### src/rtl/lamp_sqrt_iter_unit_if.sv
`default_nettype none
// ============================================================================
//  Module   : lamp_sqrt_iter_unit_if
//  Purpose  : Operand/result handshake bundle for lamp_sqrt_iter_unit.
//             Upstream side: valid_i/ready_o plus operand fields.
//             Downstream side: valid_o/ready_i plus the result word.
//  Ports    : (interface signals)
//             valid_i, s_i[MANT_W], is_exp_odd_i, inv_i, special_case_i
//             ready_o, valid_o, res_o[RES_W], ready_i
//  Modports : slave  - the square-root unit
//             master - the environment driving operands / taking results
//  Revision : 1.0 - initial release
// ============================================================================
interface lamp_sqrt_iter_unit_if #(
    parameter int MANT_W = 8,
    parameter int RES_W  = 16
);
    logic              valid_i;
    logic              ready_o;
    logic [MANT_W-1:0] s_i;
    logic              is_exp_odd_i;
    logic              inv_i;
    logic              special_case_i;
    logic              valid_o;
    logic              ready_i;
    logic [RES_W-1:0]  res_o;

    modport slave (
        input  valid_i, s_i, is_exp_odd_i, inv_i, special_case_i, ready_i,
        output ready_o, valid_o, res_o
    );

    modport master (
        output valid_i, s_i, is_exp_odd_i, inv_i, special_case_i, ready_i,
        input  ready_o, valid_o, res_o
    );
endinterface
`default_nettype wire

### src/rtl/lamp_sqrt_iter_unit.sv
`default_nettype none
// ============================================================================
//  Module   : lamp_sqrt_iter_unit
//  Purpose  : Iterative mantissa square-root / inverse-square-root engine.
//             Radix-2 restoring square root (one root bit per cycle), then an
//             optional restoring division 2^(2*(RES_W-1)) / root (one quotient
//             bit per cycle) for 1/sqrt. Results are truncated, fixed point
//             1.(RES_W-1).
//  Ports    : clk  - clock, rising edge
//             rst  - asynchronous reset, active low
//             bus  - lamp_sqrt_iter_unit_if.slave (operand + result handshake)
//  Params   : MANT_W - mantissa width incl. hidden bit
//             RES_W  - result width, 2*(RES_W-1) >= MANT_W-1, RES_W >= 2
//             INV_EN - 1: inverse mode built in; 0: inv_i ignored, no divider
//  Revision : 1.0 - initial release
// ============================================================================
module lamp_sqrt_iter_unit #(
    parameter int MANT_W = 8,
    parameter int RES_W  = 16,
    parameter int INV_EN = 1
) (
    input  logic                  clk,
    input  logic                  rst,
    lamp_sqrt_iter_unit_if.slave  bus
);

    localparam int N_W   = 2 * RES_W;
    // Left shift that aligns the 1.(MANT_W-1) radicand to 2*(RES_W-1) fraction bits.
    localparam int SHIFT = 2 * (RES_W - 1) - (MANT_W - 1);
    localparam int CNT_W = (RES_W > 1) ? $clog2(RES_W) : 1;

    localparam logic [CNT_W-1:0] CNT_LAST = CNT_W'(RES_W - 1);
    // Division starts from the dividend 2^(2*RES_W-2) with its low RES_W
    // (all-zero) bits still to be shifted in: partial remainder 2^(RES_W-2).
    localparam logic [RES_W+1:0] DIV_REM_INIT = {{(RES_W+1){1'b0}}, 1'b1} << (RES_W - 2);

    typedef enum logic [2:0] {
        IDLE = 3'd0,
        SQRT = 3'd1,
        DIV  = 3'd2,
        FIN  = 3'd3,
        DONE = 3'd4
    } state_t;

    state_t             state;
    logic [CNT_W-1:0]   cnt;
    logic [N_W-1:0]     rad;        // radicand, consumed two bits per cycle from the top
    logic [RES_W+1:0]   rem;        // partial remainder (shared by root and division)
    logic [RES_W-1:0]   root;
    logic [RES_W-1:0]   quo;
    logic               inv_mode;
    logic               special;
    logic               ready_reg;
    logic               valid_reg;
    logic [RES_W-1:0]   res_reg;

    logic [MANT_W:0]    x_in;
    logic [N_W-1:0]     x_ext;

    // Odd exponent doubles the radicand so the result exponent is exact.
    assign x_in  = bus.is_exp_odd_i ? {bus.s_i, 1'b0} : {1'b0, bus.s_i};
    assign x_ext = N_W'(x_in);

    // ------------------------------------------------------------------
    // Square-root step. With k root bits known, rem <= 2*root < 2^RES_W,
    // so only the low RES_W remainder bits feed the next trial and the
    // shifted remainder fits in RES_W+2 bits.
    // ------------------------------------------------------------------
    logic [RES_W+1:0]   sq_acc;
    logic [RES_W+1:0]   sq_trial;
    logic [RES_W+1:0]   sq_diff;
    logic               sq_ge;
    logic [RES_W+1:0]   sq_rem_next;

    always_comb begin
        sq_acc      = {rem[RES_W-1:0], rad[N_W-1 -: 2]};
        sq_trial    = {root, 2'b01};
        sq_diff     = sq_acc - sq_trial;
        sq_ge       = (sq_acc >= sq_trial);
        sq_rem_next = sq_ge ? sq_diff : sq_acc;
    end

    // ------------------------------------------------------------------
    // Division step: remainder stays below the divisor (< 2^RES_W). A zero
    // divisor yields an all-ones quotient, which is the intended result.
    // ------------------------------------------------------------------
    logic               div_ge;
    logic [RES_W+1:0]   div_rem_next;

    generate
        if (INV_EN != 0) begin : g_div
            logic [RES_W+1:0] div_acc;
            logic [RES_W+1:0] div_dvs;
            logic [RES_W+1:0] div_diff;

            always_comb begin
                div_acc      = {1'b0, rem[RES_W-1:0], 1'b0};
                div_dvs      = {2'b00, root};
                div_diff     = div_acc - div_dvs;
                div_ge       = (div_acc >= div_dvs);
                div_rem_next = div_ge ? div_diff : div_acc;
            end
        end else begin : g_no_div
            assign div_ge       = 1'b0;
            assign div_rem_next = '0;
        end
    endgenerate

    // Top remainder bits only hold the final (discarded) remainder.
    logic unused_rem_top;
    assign unused_rem_top = ^rem[RES_W+1:RES_W];

    // ------------------------------------------------------------------
    // Control FSM. FIN is the output-load stage: the result register and
    // valid_o are updated only on the FIN -> DONE edge.
    // ------------------------------------------------------------------
    always_ff @(posedge clk or negedge rst) begin
        if (!rst) begin
            state     <= IDLE;
            cnt       <= '0;
            rad       <= '0;
            rem       <= '0;
            root      <= '0;
            quo       <= '0;
            inv_mode  <= 1'b0;
            special   <= 1'b0;
            ready_reg <= 1'b1;
            valid_reg <= 1'b0;
            res_reg   <= '0;
        end else begin
            unique case (state)
                IDLE: begin
                    if (bus.valid_i) begin
                        rad       <= x_ext << SHIFT;
                        rem       <= '0;
                        root      <= '0;
                        quo       <= '0;
                        cnt       <= CNT_LAST;
                        inv_mode  <= bus.inv_i && (INV_EN != 0);
                        special   <= bus.special_case_i;
                        ready_reg <= 1'b0;
                        state     <= bus.special_case_i ? FIN : SQRT;
                    end
                end
                SQRT: begin
                    rad  <= rad << 2;
                    rem  <= sq_rem_next;
                    root <= {root[RES_W-2:0], sq_ge};
                    if (cnt == '0) begin
                        if (inv_mode) begin
                            state <= DIV;
                            cnt   <= CNT_LAST;
                            rem   <= DIV_REM_INIT;
                        end else begin
                            state <= FIN;
                        end
                    end else begin
                        cnt <= cnt - 1'b1;
                    end
                end
                DIV: begin
                    rem <= div_rem_next;
                    quo <= {quo[RES_W-2:0], div_ge};
                    if (cnt == '0) begin
                        state <= FIN;
                    end else begin
                        cnt <= cnt - 1'b1;
                    end
                end
                FIN: begin
                    valid_reg <= 1'b1;
                    res_reg   <= special ? '0 : (inv_mode ? quo : root);
                    state     <= DONE;
                end
                DONE: begin
                    if (bus.ready_i) begin
                        valid_reg <= 1'b0;
                        ready_reg <= 1'b1;
                        state     <= IDLE;
                    end
                end
                default: begin
                    state <= IDLE;
                end
            endcase
        end
    end

    assign bus.ready_o = ready_reg;
    assign bus.valid_o = valid_reg;
    assign bus.res_o   = res_reg;

endmodule
`default_nettype wire

### src/flat_wrapper.sv
// flat-port wrapper written by rule: the top's interface ports become plain ports
module lamp_sqrt_iter_unit_flat 
#(
    parameter int MANT_W = 8,
    parameter int RES_W  = 16,
    parameter int INV_EN = 1
)
  (clk, rst, bus_valid_i, bus_s_i, bus_is_exp_odd_i, bus_inv_i, bus_special_case_i, bus_ready_i, bus_ready_o, bus_valid_o, bus_res_o);
  lamp_sqrt_iter_unit_if #(.MANT_W(MANT_W), .RES_W(RES_W)) bus_i ();
  input  logic clk;
  input  logic rst;
  input wire logic [$bits(bus_i.valid_i)-1:0] bus_valid_i;
  input wire logic [$bits(bus_i.s_i)-1:0] bus_s_i;
  input wire logic [$bits(bus_i.is_exp_odd_i)-1:0] bus_is_exp_odd_i;
  input wire logic [$bits(bus_i.inv_i)-1:0] bus_inv_i;
  input wire logic [$bits(bus_i.special_case_i)-1:0] bus_special_case_i;
  input wire logic [$bits(bus_i.ready_i)-1:0] bus_ready_i;
  output wire logic [$bits(bus_i.ready_o)-1:0] bus_ready_o;
  output wire logic [$bits(bus_i.valid_o)-1:0] bus_valid_o;
  output wire logic [$bits(bus_i.res_o)-1:0] bus_res_o;
  assign bus_i.valid_i = bus_valid_i;
  assign bus_i.s_i = bus_s_i;
  assign bus_i.is_exp_odd_i = bus_is_exp_odd_i;
  assign bus_i.inv_i = bus_inv_i;
  assign bus_i.special_case_i = bus_special_case_i;
  assign bus_i.ready_i = bus_ready_i;
  assign bus_ready_o = bus_i.ready_o;
  assign bus_valid_o = bus_i.valid_o;
  assign bus_res_o = bus_i.res_o;
  lamp_sqrt_iter_unit #(.MANT_W(MANT_W), .RES_W(RES_W), .INV_EN(INV_EN)) u_core (.clk(clk), .rst(rst), .bus(bus_i));
endmodule
### config.mk
export PLATFORM = sky130hd
export DESIGN_NAME = lamp_sqrt_iter_unit_flat
export DESIGN_NICKNAME = d
export VERILOG_FILES = /design/src/rtl/lamp_sqrt_iter_unit_if.sv /design/src/rtl/lamp_sqrt_iter_unit.sv /design/src/flat_wrapper.sv
export SDC_FILE = /design/constraint.sdc
export NUM_CORES = 1
export LEC_CHECK = 0
export CORE_UTILIZATION = 45
export CTS_CLUSTER_DIAMETER = 40
export DETAILED_ROUTE_END_ITERATION = 7
export SYNTH_ARGS = -nofsm -noshare
export SYNTH_HDL_FRONTEND = slang
export SYNTH_SLANG_ARGS = --single-unit
### constraint.sdc
create_clock -name clk -period 3.7 [get_ports clk]
set_input_delay 0.37 -clock clk [delete_from_list [all_inputs] [get_ports clk]]
set_output_delay 0.37 -clock clk [all_outputs]
set_load 0.03 [all_outputs]
Word level (Yosys, flattened, before mapping)
Index checks and enable logic that the tools add are counted.
{"block": "totals", "regBits": 107, "inputBits": 15, "output_inout_bits": 18}
{"block": "op_classes", "add_sub_neg": 3, "magnitude_cmp": 2, "eq_ne": 10, "muxes": 31, "n_reduce_logical": 15}
{"op": "two-way mux 16 bit", "n": 8}
{"op": "one-hot mux 16 bit (2 select lines)", "n": 2}
{"op": "one-hot mux 32 bit (2 select lines)", "n": 1}
{"op": "one-hot mux 16 bit (3 select lines)", "n": 1}
{"op": "two-way mux 32 bit", "n": 1}
{"op": "subtractor 16 bit", "n": 2}
{"op": "greater-or-equal comparator 18 bit", "n": 1}
{"op": "greater-or-equal comparator 17 x 16 -> 1 bit", "n": 1}
{"op": "two-way mux 4 bit", "n": 4}
{"op": "one-hot mux 3 bit (5 select lines)", "n": 1}
{"op": "two-way mux 3 bit", "n": 4}
{"op": "one-hot mux 4 bit (3 select lines)", "n": 1}
{"op": "AND reduction 2 bit", "n": 5}
{"op": "two-way mux 9 bit", "n": 1}
{"op": "AND reduction 4 bit", "n": 2}
{"op": "nonzero test 2 bit", "n": 4}
{"op": "equality test 3 x 2 -> 1 bit (second input constant)", "n": 2}
{"op": "!= test 2 bit (second input constant)", "n": 3}
{"op": "logical NOT 4 bit", "n": 1}
{"op": "two-way mux 1 bit", "n": 4}
{"op": "!= test 2 x 1 -> 1 bit (second input constant)", "n": 2}
{"op": "one-hot mux 1 bit (2 select lines)", "n": 2}
{"op": "subtractor 4 x 1 -> 4 bit (second input constant)", "n": 1}
{"op": "equality test 3 x 1 -> 1 bit (second input constant)", "n": 1}
{"op": "other kinds (6)", "n": 6}

Longest topological paths before layout
{"block": "depth", "word_depth": 5, "mapped_depth": 11}

Least setup slack after synthesis
Ideal clock, no wire load.
{"block": "synth_path", "path_kind": "reg-to-reg", "start": "reg u_core.root[0]", "end": "reg u_core.rem[8]", "setup_ns": 0.143, "t_arrival_ns": 2.565, "path_slack_ns": 0.993, "stages_incl_launch_ff": 11, "path_buffers": 1, "period_less_slack_ns": 2.707, "path_cell_list": "dfrtp_1 > inv_1 > ha_1 > nor2b_4 > o31a_1 > o31a_1 > or2_4 > a31oi_4 > buf_6 > mux2i_1 > o221ai_1"}
{"block": "synth_between", "elab_chain_len": 5, "word_cells_on_any_way": 9, "classes_between": "add/sub (2); order compare (2); mux (5)"}
{"element": "from (decl)", "line_no": "lamp_sqrt_iter_unit.sv:49", "rtl": "logic [RES_W-1:0] root;"}
{"element": "from (signal assigned)", "line_no": "lamp_sqrt_iter_unit.sv:148", "rtl": "root <= {root[RES_W-2:0], sq_ge};"}
{"element": "subtractor 16 bit or greater-or-equal comparator 18 bit (tied branches)", "line_no": "lamp_sqrt_iter_unit.sv:78, lamp_sqrt_iter_unit.sv:79"}
{"element": "two-way mux 16 bit", "line_no": "lamp_sqrt_iter_unit.sv:80", "rtl": "sq_rem_next = sq_ge ? sq_diff : sq_acc;"}
{"element": "two-way mux 16 bit", "line_no": "lamp_sqrt_iter_unit.sv:150", "rtl": "if (inv_mode) begin"}
{"element": "two-way mux 16 bit", "line_no": "lamp_sqrt_iter_unit.sv:149", "rtl": "if (cnt == '0) begin"}
{"element": "one-hot mux 16 bit (3 select lines) (*)", "line_no": "lamp_sqrt_iter_unit.sv:131", "rtl": "unique case (state)"}
{"element": "to (signal assigned)", "line_no": "lamp_sqrt_iter_unit.sv:147", "rtl": "rem <= sq_rem_next;"}
{"element": "to (signal assigned)", "line_no": "lamp_sqrt_iter_unit.sv:162", "rtl": "rem <= div_rem_next;"}
{"element": "to (decl)", "line_no": "lamp_sqrt_iter_unit.sv:48", "rtl": "logic [RES_W+1:0] rem;"}
Every way passes the cells marked *; elsewhere a longest branch is shown, timed or not.
A chain may end at the register's enable or synchronous reset.

Final worst setup path
Ends and elaborated chain as after synthesis.

==> summary.json <==
{
  "placed_insts": {"value": 749},
  "overflow": {"value": 0},
  "synth_top_cell_by_area": {"value": "dfrtp_1"},
  "cts_root_buffer": {"value": "clkbuf_16"},
  "routabilityCongestion": {"value": 0.903},
  "synth_adder_area_share": {"value": 0.0833},
  "syn-mean-instance-area": {"value": 9.43, "unit": "um^2"},
  "synth.yosys.warnings": {"value": 0},
  "synth_cell_types": {"value": 65},
  "synth_commonest_cells": {"value": "83 x dfrtp_1, 58 x nand2_1, 42 x mux2i_1, 39 x a21oi_1, 36 x nor2_1"},
  "postCtsResizedCells": {"value": 0},
  "synthMuxAreaShare": {"value": 0.0846},
  "synth_ff_type": {"value": "dfrtp_1"},
  "post-dp-hpwl": {"value": 10400, "unit": "um"},
  "worstSetupEndpointType": {"value": "flip-flop"},
  "all_layer_global_routing_usage": {"value": 0.240},
  "drt_first_pass_iters": {"value": 4},
  "clk_latency": {"value": 350, "unit": "ps"},
  "cts.repair_timing.setup_buffer_count": {"value": 0},
  "routed-via-count": {"value": 4655},
  "fp.dieH": {"value": 113, "unit": "um"},
  "drive_gt1_frac": {"value": 0.0809},
  "critPathMaxFanout": {"value": 12},
  "reg2reg_slack": {"value": 640, "unit": "ps"},
  "fin_cells": {"value": 765},
  "detail_route.drc_violations": {"value": 0},
  "finClkSkew": {"value": 7.28, "unit": "ps"},
  "setup_tns": {"value": 0, "unit": "ps"},
  "post_synthesis_sequential_area_ratio": {"value": 0.382},
  "antenna_cells": {"value": 0},
  "slowest_stage": {"value": "dfrtp_1"},
  "violation_count_after_the_first_detailed_routing_iteration": {"value": 361},
  "cts_num_sinks": {"value": 84},
  "nets": {"value": 664},
  "crit_path_max_incr_delay": {"value": 450, "unit": "ps"},
  "wl_per_cell": {"value": 18.7, "unit": "um"},
  "cap_viol_max_count": {"value": 0},
  "grt_max_degree": {"value": 85},
  "final_cell_area": {"value": 0.00631, "unit": "mm^2"},
  "main_combinational_cell_family_by_area_after_synthesis": {"value": "compound AO/OA/AOI/OAI gates"},
  "worst_hold_slack": {"value": 222, "unit": "ps"},
  "final_hold_vios": {"value": 0},
  "core": {"value": 0.0120, "unit": "mm^2"},
  "synth.cell_area": {"value": 0.00550, "unit": "mm^2"},
  "synth-edff-count": {"value": 0},
  "rsz_0062_raised_after_global_routing": {"value": "false"},
  "initial_utilization": {"value": 0.460},
  "grt_first_pass_wirelength": {"value": 23500, "unit": "um"},
  "worst-endpoint-required": {"value": 3910, "unit": "ps"},
  "regToRegStartpoint": {"value": "u_core.root[0]"},
  "cts_max_path_buffers": {"value": 2},
  "antenna_left": {"value": 0},
  "cts_inserted_buffers": {"value": 9},
  "synthXorXnorAreaFrac": {"value": 0.0350},
  "min_path_type": {"value": "primary input to async pin"},
  "max_freq": {"value": 326, "unit": "MHz"},
  "total_die_area": {"value": 0.0127, "unit": "mm^2"},
  "post-synth-top-count-cell": {"value": "dfrtp_1"},
  "tightest_pin_transition": {"value": 1140, "unit": "ps"},
  "slew-limit-headroom": {"value": 0.238},
  "worst_path_cell_chain": {"value": "inv_1 > ha_1 > nor2b_4 > o31a_1 > o31a_1 > or2_4 > a31oi_4 > buf_4 > mux2i_1 > o221ai_1"},
  "worst_r2r_path_depth": {"value": 10},
  "total_number_of_h_tree_levels": {"value": 3},
  "worstPathArrival": {"value": 3280, "unit": "ps"},
  "reg_to_reg_critical_path_endpoint": {"value": "u_core.rem[8]"},
  "detailed_place.area": {"value": 0.00601, "unit": "mm^2"},
  "final_period_minus_worst_setup_slack": {"value": 3060, "unit": "ps"},
  "finalSetupViolations": {"value": 0},
  "grt_antenna_before_repair": {"value": 0},
  "detail_route.wirelength": {"value": 14300, "unit": "um"},
  "fillCellCount": {"value": 1133},
  "synth_cells": {"value": 583},
  "syn2layout_area_growth": {"value": 14.8, "unit": "%"},
  "timing.critical_path.mode_cell": {"value": "o31a_1"},
  "number_of_global_route_vias_before_repair": {"value": 4540},
  "placement_rows": {"value": 40},
  "synth_compound_area_frac": {"value": 0.237},
  "floorplan.io_pins": {"value": 33},
  "synthTopCellsByArea": {"value": "dfrtp_1 38%, ha_1 8.0%, mux2i_1 7.6%, nand2_1 4.0%, a21oi_1 3.5%"},
  "post_synth_net_total": {"value": 634},
  "synth_simple_gate_area_frac": {"value": 0.140},
  "post-route-period-util": {"value": 0.828},
  "result_of_the_run": {"value": "finished clean"},
  "synth-seq-cells": {"value": 84},
  "async_flop_share": {"value": 1.00},
  "viasPerCell": {"value": 6.08},
  "crit_path_start_kind": {"value": "flip-flop"},
  "cts.reportedPaths.clkPinSlew": {"value": 70, "unit": "ps"},
  "drv_slew": {"value": 0},
  "crit_type": {"value": "flip-flop to flip-flop"},
  "cts_tree": {"value": "yes"},
  "synth_top_cell_area_share": {"value": 0.378},
  "cts-hold-fix-buffers": {"value": 0},
  "floorplan.die.width": {"value": 113, "unit": "um"},
  "buffer_ports.inserted": {"value": 32}
}
[worst max path at each step]
stage	cells after the start	from	slack, ps	end
floorplan	10	u_core.root[0]	990	u_core.rem[8]
global placement	10	u_core.root[0]	780	u_core.rem[6]
detailed placement	10	u_core.root[0]	640	u_core.rem[8]
CTS	10	u_core.root[0]	650	u_core.rem[9]
global route	10	u_core.root[0]	430	u_core.rem[8]
finish	10	u_core.root[0]	640	u_core.rem[8]
[cell usage in the layout (no fill, tap or decap), types with 6 or more instances in the layout]
| cell type | Yosys | final |
|---|---|---|
| dfrtp_1 | 83 | 83 |
| nand2_1 | 58 | 58 |
| mux2i_1 | 42 | 42 |
| a21oi_1 | 39 | 39 |
| nor2_1 | 36 | 36 |
| ha_1 | 35 | 35 |
| clkdlybuf4s50_1 | 0 | 31 |
| inv_1 | 27 | 27 |
| o21ai_0 | 21 | 21 |
| o31ai_1 | 19 | 18 |
| a22o_1 | 16 | 16 |
| o22ai_1 | 16 | 16 |
| xnor2_1 | 15 | 15 |
| nor3_1 | 14 | 14 |
| buf_4 | 0 | 14 |
| o221ai_1 | 9 | 9 |
| clkbuf_16 | 0 | 9 |
| xor2_1 | 7 | 7 |
| o21a_1 | 7 | 7 |
| nand3_1 | 7 | 7 |
| a32oi_1 | 6 | 6 |
| o211ai_1 | 6 | 6 |
[flip-flops by register name, indices dropped and copies added (netlist names)]
name,count
u_core.inv_mode,1
u_core.bus.valid_o,1
u_core.bus.res_o,16
u_core.state,3
u_core.rad,9
u_core.rem,16
u_core.cnt,4
u_core.special,1
u_core.root,16
u_core.quo,16
u_core.bus.ready_o,1
[cell families (layout without fill, tap and decap cells)]
group | count (synthesis) | after routing
simple gates | 159 | 159
xor+xnor | 22 | 22
compound gates | 183 | 183
flops | 84 | 84
mux | 46 | 46
buf+inv | 53 | 88
fa+ha+maj | 36 | 36
[worst max-delay path, delay by kind of cell (launching register included)]
family,cells,cell delay (ps)
compound gates,4,1020
flops,1,450
simple gates,2,440
buf+inv,2,430
fa+ha+maj,1,380
mux,1,210
[cell type report]
class                      count  area [um^2]  share of cell area
clock inverter                 4         56.3             0.00892
multi-input combinational    446         3210               0.508
clock buffer                  12          246              0.0390
sequential                    84         2100               0.333
tap                          147          184              0.0291
timing repair buffer          45          415              0.0658
inverter                      27          101              0.0161
[stage by stage]
step,setup WS [ps],util
final,636,0.528
after CTS,654,0.528
after detailed placement,644,0.502
after global routing,430,0.528
after floorplan,993,-
after global placement,777,0.502
[routing by layer]
| layer | global-route usage | wire [um] |
|---|---|---|
| met3 | 0.0508 | 684 |
| met4 | 0.108 | 525 |
| met2 | 0.367 | 6380 |
| met5 | 0 | 0 |
| met1 | 0.326 | 6690 |
Power is not shown: default switching activity piles up to over one toggle a cycle in this logic, so the estimate is an artifact.
